--- config.mk ---
export PLATFORM = sky130hd
export DESIGN_NAME = size_assemble_cond
export DESIGN_NICKNAME = d
export VERILOG_FILES = /design/src/rtl/size_conv_pkg.sv /design/src/rtl/size_assemble_cond.sv
export SDC_FILE = /design/constraint.sdc
export NUM_CORES = 1
export LEC_CHECK = 0
export CAP_MARGIN = 10
export CORE_AREA = 2 2 39 41
export DETAILED_ROUTE_END_ITERATION = 8
export DIE_AREA = 0 0 41 43
export GPL_TIMING_DRIVEN = 0
export PLACE_DENSITY_LB_ADDON = 0.05
export SETUP_SLACK_MARGIN = 0.05
export SYNTH_ARGS = -nofsm -noshare
export SYNTH_HDL_FRONTEND = slang
export SYNTH_SLANG_ARGS = --single-unit
--- constraint.sdc ---
create_clock -name PCLK -period 2.7 [get_ports PCLK]
set_input_delay 0.81 -clock PCLK [delete_from_list [all_inputs] [get_ports PCLK]]
set_output_delay 0.81 -clock PCLK [all_outputs]
set_load 0.005 [all_outputs]
--- src/rtl/size_conv_pkg.sv ---
// Shared constants for the byte-link size converters.
// Lane count helper returns 0 for unsupported word sizes.
package size_conv_pkg;

    localparam int BYTE_W  = 8;
    localparam int SIZE_8  = 8;
    localparam int SIZE_16 = 16;
    localparam int SIZE_32 = 32;
    localparam int CNT_W   = 2;

    function automatic int lanes(input int size);
        int n;
        n = 0;
        if (size == SIZE_8 || size == SIZE_16 || size == SIZE_32)
            n = size / BYTE_W;
        return n;
    endfunction

endpackage

--- src/rtl/size_assemble_cond.sv ---
// Byte-to-word assembler: LSB-first bytes into SIZE-bit words,
// framed by LAST_IN, with a pulse on framing mismatch.
module size_assemble_cond
    import size_conv_pkg::*;
#(
    parameter int SIZE = 8
) (
    input  logic            PCLK,
    input  logic            RESET,
    input  logic [7:0]      DATA_IN,
    input  logic            VALID_IN,
    input  logic            LAST_IN,
    output logic [SIZE-1:0] DATA_OUT,
    output logic            VALID_OUT,
    output logic            BUSY,
    output logic            ERROR
);

    localparam int N     = lanes(SIZE);
    localparam bit OK    = (N != 0);
    localparam int BUF_W = (SIZE > BYTE_W) ? SIZE - BYTE_W : BYTE_W;
    localparam int NBUF  = BUF_W / BYTE_W;
    localparam logic [CNT_W-1:0] LAST_LANE = OK ? CNT_W'(N - 1) : '0;

    logic [CNT_W-1:0] count_q, count_d;
    logic [BUF_W-1:0] buf_q, buf_d;
    logic [SIZE-1:0]  data_q, data_d;
    logic             valid_q, valid_d;
    logic             busy_q, busy_d;
    logic             error_q, error_d;
    logic             at_last;
    logic [SIZE-1:0]  word;

    always_comb begin
        count_d = count_q;
        buf_d   = buf_q;
        data_d  = data_q;
        valid_d = 1'b0;
        error_d = 1'b0;
        at_last = (count_q == LAST_LANE);
        // buffer sits in the low lanes; the final byte fills the top lane
        word    = SIZE'(buf_q);
        word[SIZE-1 -: BYTE_W] = DATA_IN;
        if (OK && VALID_IN) begin
            unique case (1'b1)
                (!at_last && !LAST_IN): begin
                    for (int i = 0; i < NBUF; i++)
                        if (count_q == CNT_W'(i))
                            buf_d[BYTE_W*i +: BYTE_W] = DATA_IN;
                    count_d = count_q + CNT_W'(1);
                end
                (at_last && LAST_IN): begin
                    data_d  = word;
                    valid_d = 1'b1;
                    count_d = '0;
                end
                (at_last != LAST_IN): begin
                    error_d = 1'b1;
                    count_d = '0;
                end
            endcase
        end
        busy_d = (count_d != '0);
    end

    always_ff @(posedge PCLK) begin
        if (RESET) begin
            count_q <= '0;
            buf_q   <= '0;
            data_q  <= '0;
            valid_q <= 1'b0;
            busy_q  <= 1'b0;
            error_q <= 1'b0;
        end else begin
            count_q <= count_d;
            buf_q   <= buf_d;
            data_q  <= data_d;
            valid_q <= valid_d;
            busy_q  <= busy_d;
            error_q <= error_d;
        end
    end

    assign DATA_OUT  = data_q;
    assign VALID_OUT = valid_q;
    assign BUSY      = busy_q;
    assign ERROR     = error_q;

endmodule

==> impl_metrics.json, run 1 <==
{
  "outcome": "completed",
  "powerDensity_nw_per_um2": 461.1,
  "start_kind": "flop",
  "fin_skew_ns": 0.001290,
  "numCtsBuffers": 3,
  "port_buffers": 21,
  "worst_hold_slack_ns": 0.4574,
  "drt-total-wl_mm": 1.073,
  "critPathSlowestCell": "clkdlybuf4s50_1",
  "yosysSeqAreaShare_pct": 47.27,
  "synth_area_um2": 550.5,
  "num_antenna_cells": 0,
  "gr-max-usage-layer": "met2",
  "worstPathMaxFanout": 2,
  "fin_cells": 101,
  "grtUsageTotal_pct": 13.94,
  "tns_ns": 0,
  "setup_viol": 0,
  "io_pins": 23,
  "post-cts-setup-buffer-count": 0,
  "drv_slew": 0,
  "total_power_uw": 372.1,
  "via_per_inst": 4.802,
  "ctsHoldBuffers": 0,
  "fmax_mhz": 524.2,
  "die_y_um": 43,
  "path_clk_slew_ns": 0.08,
  "die_area_um2": 1763,
  "cts_sinks": 13,
  "min_period_ns": 1.908,
  "via_count": 485,
  "grt.met1_usage_pct": 18.69,
  "dr.pass1.iters": 4,
  "cts_resized": 0,
  "worstSetupEndpointType": "primary output",
  "start_util_pct": 39.78,
  "clockBufferDepth": 2,
  "core_area_um2": 1384,
  "die_x_um": 41,
  "synth_warnings": 0,
  "place_congestion": 0.6642,
  "drive_above_1_share_pct": 17.65,
  "route.detailed.drc": 0,
  "clock_latency_ns": 0.26,
  "grt_first_pass_wirelength_mm": 1.704,
  "crit_arrival_ns": 1.10,
  "cts_tree": "yes",
  "fin_crit_sh_pct": 70.65,
  "grt_overflow": 0,
  "rows": 14,
  "antenna_found_initial": 0,
  "crit_type": "reg2out",
  "cts_root_buf": "clkbuf_4",
  "crit_family": "buffers and inverters",
  "dp.cells": 97,
  "placed_area_um2": 780.7,
  "finalNetCount": 101,
  "worst_pin_slew_ns": 0.2242,
  "slew_headroom_pct": 84.90,
  "wl_per_cell_um": 10.62,
  "drt_iter0_drc": 5,
  "htree_num_levels": 1,
  "synthCells": 60,
  "rsz0062_at_grt": "no",
  "dp_hpwl_um": 777.5,
  "peakVddDrop_mv": 0.2355,
  "syn_nets": 75,
  "grt_max_degree": 11,
  "antenna_left": 0,
  "slowest_delay_ns": 0.50,
  "synth.distinct_cells": 18,
  "crit_path_cell_trace": "clkdlybuf4s50_1",
  "synth.avg_cell_area_um2": 9.175,
  "design_area_um2": 807.0,
  "critPathRequiredTime_ns": 1.89,
  "use_met2_pct": 19.69,
  "maxCapViolations": 0,
  "path_buf_inv": 1,
  "leakage_nw": 0.3158,
  "syn_to_final_growth_pct": 46.59,
  "grt_pass1_vias": 403,
  "hold_violations": 0,
  "hp-class": "reg2reg",
  "synth_seq_cells": 13,
  "use_met3_pct": 3.141
}
cell type report:
| type | count | area [µm²] |
|---|---|---|
| fillers | 134 | 576.8 |
| well taps | 16 | 20.02 |
| inverters | 4 | 15.01 |
| plain buffers | 4 | 38.79 |
| clock buffers | 4 | 26.28 |
| repair buffers | 21 | 210.2 |
| flip-flops and latches | 13 | 260.3 |
| multi-input cells | 39 | 236.5 |
through the flow:
step / utilization [%] / setup WS [ns]
after CTS: 58.32 / 0.7854
after global routing: 58.32 / 0.7311
after floorplan: - / 1.211
final: 58.32 / 0.7925
after global placement: 56.42 / 0.6697
after detailed placement: 56.42 / 0.6512
worst paths after layout:
kind         depth (start not counted)  slack (ns)                        to                startpoint
max                                  1        0.79               DATA_OUT[2]  DATA_OUT[2]$_SDFFE_PP0P_
min                                  2        0.46  DATA_OUT[1]$_SDFFE_PP0P_  DATA_OUT[1]$_SDFFE_PP0P_
max reg2reg                          7        1.30  DATA_OUT[6]$_SDFFE_PP0P_     count_q[0]$_SDFF_PP0_
min reg2reg                          2        0.46  DATA_OUT[1]$_SDFFE_PP0P_  DATA_OUT[1]$_SDFFE_PP0P_
synthesized netlist by cell type (all sizes together):
master	n	area [µm²]
o21ai	1	5.000
nand2b	1	8.760
ha	3	37.54
a211oi	1	12.51
nand3	9	45.04
and3b	1	10.01
buf	4	38.78
a21oi	9	45.04
nor2	2	10.01
dfxtp	13	260.3
inv	4	15.01
nand2	10	42.54
nor3	1	5.000
mux2	1	15.01
per-layer routing:
metal | part of all wire (%) | vias to the layer above
met2 | 42 | 14
met3 | 6.6 | 2
met5 | 0 | -
met1 | 50 | 219
met4 | 0.84 | 0
li1 | - | 250
worst register-to-register path, delay by kind of cell (launching register included):
kind                     cells  cell delay, ns
buffers and inverters        2            0.20
flip-flops                   1            0.35
AO/OA/AOI/OAI                1            0.14
adder cells (fa/ha/maj)      2            0.40
AND/OR/NAND/NOR              2            0.25
power breakdown:
group | switching (mW) | internal [mW]
Clock | 0.0567 | 0.0570
Sequential | 0.00281 | 0.199
Combinational | 0.0214 | 0.0354
layout by cell type (no fill, tap or decap):
cell and n:
clkdlybuf4s50_1 21, dfxtp_1 13, nand3_1 9, a21oi_1 9
nand2_1 8, inv_1 3, buf_6 3, ha_1 3
clkbuf_4 3, nand2_2 2, inv_2 1, nand2b_2 1
buf_2 1, nor2_1 1, o21ai_0 1, nor3_1 1
a211oi_2 1, and3b_2 1, mux2_4 1, nor2_2 1
clkbuf_1 1
registers in the layout (all words and copies together) (netlist names):
signal and cells:
BUSY 1, VALID_OUT 1, DATA_OUT 8, count_q 2, ERROR 1
cells by family after synthesis:
| family | after synthesis | synth area share, % |
|---|---|---|
| AO/OA/AOI/OAI | 11 | 11.36 |
| buffers and inverters | 8 | 9.771 |
| multiplexers | 1 | 2.726 |
| flip-flops | 13 | 47.27 |
| adder cells (fa/ha/maj) | 3 | 6.819 |
| AND/OR/NAND/NOR | 24 | 22.04 |
(Power assumes the default switching activity.)
==> run 2, diff against run 1 <==
--- a/config.mk
+++ b/config.mk
@@ -6,9 +6,9 @@
 export NUM_CORES = 1
 export LEC_CHECK = 0
 export CAP_MARGIN = 10
-export CORE_AREA = 2 2 39 41
+export CORE_MARGIN = 1
+export CORE_UTILIZATION = 40
 export DETAILED_ROUTE_END_ITERATION = 8
-export DIE_AREA = 0 0 41 43
 export GPL_TIMING_DRIVEN = 0
 export PLACE_DENSITY_LB_ADDON = 0.05
 export SETUP_SLACK_MARGIN = 0.05
==> constraint.sdc (replaced) <==
create_clock -name PCLK -period 1.83 [get_ports PCLK]
set_input_delay 0.549 -clock PCLK [delete_from_list [all_inputs] [get_ports PCLK]]
set_output_delay 0.549 -clock PCLK [all_outputs]
set_load 0.005 [all_outputs]
==> impl_metrics.json, run 2 (synthesis results as in run 1) <==
{
  "grt_first_pass_wirelength_mm": 1.738,
  "port_buffers": 21,
  "syn_to_final_growth_pct": 46.36,
  "drt-total-wl_mm": 1.100,
  "wl_per_cell_um": 11.00,
  "cts_root_buf": "clkbuf_4",
  "worstPathMaxFanout": 2,
  "grt_overflow": 0,
  "numCtsBuffers": 3,
  "finalNetCount": 101,
  "total_power_uw": 555.3,
  "via_per_inst": 4.850,
  "ctsHoldBuffers": 0,
  "hold_path_depth": 2,
  "ff2ff_setup_slack_ns": 0.43,
  "final_common_cell": "clkdlybuf4s50_1",
  "rsz0062_at_grt": "no",
  "outcome": "completed",
  "drt_iter0_drc": 5,
  "path_buf_inv": 1,
  "rows": 13,
  "fin_util_pct": 62.71,
  "fmax_mhz": 599.9,
  "critPathRequiredTime_ns": 1.28,
  "worst_r2r_endpoint": "DATA_OUT[7]$_SDFFE_PP0P_",
  "crit_arrival_ns": 1.12,
  "grtUsageTotal_pct": 17.70,
  "powerDensity_nw_per_um2": 689.2,
  "clock_latency_ns": 0.27,
  "num_antenna_cells": 0,
  "grt_max_degree": 11,
  "worst_pin_slew_ns": 0.2257,
  "timing.final.ws_setup_ns": 0.1630,
  "drv_slew": 0,
  "core_area_um2": 1285,
  "r2r-start": "count_q[1]$_SDFF_PP0_",
  "crit_family": "buffers and inverters",
  "fin_crit_sh_pct": 91.09,
  "dp_hpwl_um": 791.6,
  "hp-class": "reg2reg",
  "start_kind": "flop",
  "min_period_ns": 1.667,
  "die_y_um": 39.10,
  "cts_tree": "yes",
  "hold_end": "DATA_OUT[2]$_SDFFE_PP0P_",
  "die_x_um": 39.10,
  "crit_path_cell_trace": "clkdlybuf4s50_1",
  "cts_resized": 0,
  "critPathSlowestCell": "clkdlybuf4s50_1",
  "setup_viol": 0,
  "hp-start": "DATA_OUT[2]$_SDFFE_PP0P_",
  "via_count": 485,
  "leakage_nw": 0.3158,
  "post-cts-setup-buffer-count": 0,
  "htree_num_levels": 1,
  "slowest_delay_ns": 0.50,
  "reg2regPathDepth": 7,
  "hold_violations": 0,
  "fin_skew_ns": 0.0004803,
  "path_clk_slew_ns": 0.08,
  "dr.pass1.iters": 4,
  "crit_type": "reg2out",
  "worstSetupEndpointType": "primary output",
  "tns_ns": 0,
  "slew_headroom_pct": 84.79,
  "layout_common_cells": "21 x clkdlybuf4s50_1, 13 x dfxtp_1, 9 x nand3_1, 9 x a21oi_1, 8 x nand2_1",
  "start_util_pct": 42.84,
  "peakVddDrop_mv": 0.5174,
  "route.detailed.drc": 0,
  "antenna_left": 0,
  "largest_reg_flops": 8,
  "clockBufferDepth": 2,
  "place_congestion": 0.6973,
  "die_area_um2": 1529,
  "grt_pass1_vias": 407,
  "io_pins": 23,
  "cts_sinks": 13,
  "pre_cts_ws_ns": 0.03478,
  "antenna_found_initial": 0,
  "drive_above_1_share_pct": 17.65,
  "maxCapViolations": 0
}
==> run 2: cell type report <==
class / count / area [µm²]
Fill cell: 120 / 479.2
Multi-Input combinational cell: 39 / 236.5
Inverter: 4 / 15.01
Tap cell: 15 / 18.77
Timing Repair Buffer: 21 / 210.2
Sequential cell: 13 / 260.3
Buffer: 4 / 38.79
Clock buffer: 4 / 26.28
==> run 2: worst min-delay path, cell delays in order, from the launching register on <==
cell and delay [ns]:
dfxtp_1 0.31, nand2_1 0.05, a21oi_1 0.05
==> run 2: per-stage QoR <==
stage | instances | instance area, µm² | hold WS, ns
2_1_floorplan | 60 | 550.5 | 0.4467
6_report | 100 | 805.8 | 0.4588
5_1_grt | 100 | 805.8 | 0.4716
3_5_place_dp | 96 | 779.5 | 0.4477
3_3_place_gp | 96 | 779.5 | 0.4420
4_1_cts | 100 | 805.8 | 0.4593
==> run 2: worst max-delay path by stage <==
stage | to | start | slack [ns] | cells after the start
after CTS | DATA_OUT[4] | DATA_OUT[4]$_SDFFE_PP0P_ | 0.15 | 1
after global routing | DATA_OUT[4] | DATA_OUT[4]$_SDFFE_PP0P_ | 0.09 | 1
final | DATA_OUT[4] | DATA_OUT[4]$_SDFFE_PP0P_ | 0.16 | 1
after detailed placement | DATA_OUT[7]$_SDFFE_PP0P_ | LAST_IN | 0.03 | 6
after floorplan | DATA_OUT[0]$_SDFFE_PP0P_ | count_q[0]$_SDFF_PP0_ | 0.59 | 7
after global placement | DATA_OUT[7]$_SDFFE_PP0P_ | LAST_IN | 0.05 | 6
==> run 2: report_power, final <==
group	total (mW)	switching (mW)	internal (mW)
clock network	0.174	0.0897	0.0843
logic	0.0835	0.0312	0.0523
registers	0.298	0.00452	0.293
==> run 2: metal layers <==
| metal | global-route usage (%) | up-vias | share of wire [%] |
|---|---|---|---|
| met1 | 21.25 | 213 | 47 |
| met2 | 25.42 | 19 | 43 |
| met5 | 0 | - | 0 |
| met4 | 10.34 | 0 | 1.1 |
| met3 | 8.092 | 2 | 8.6 |
| li1 | - | 251 | - |
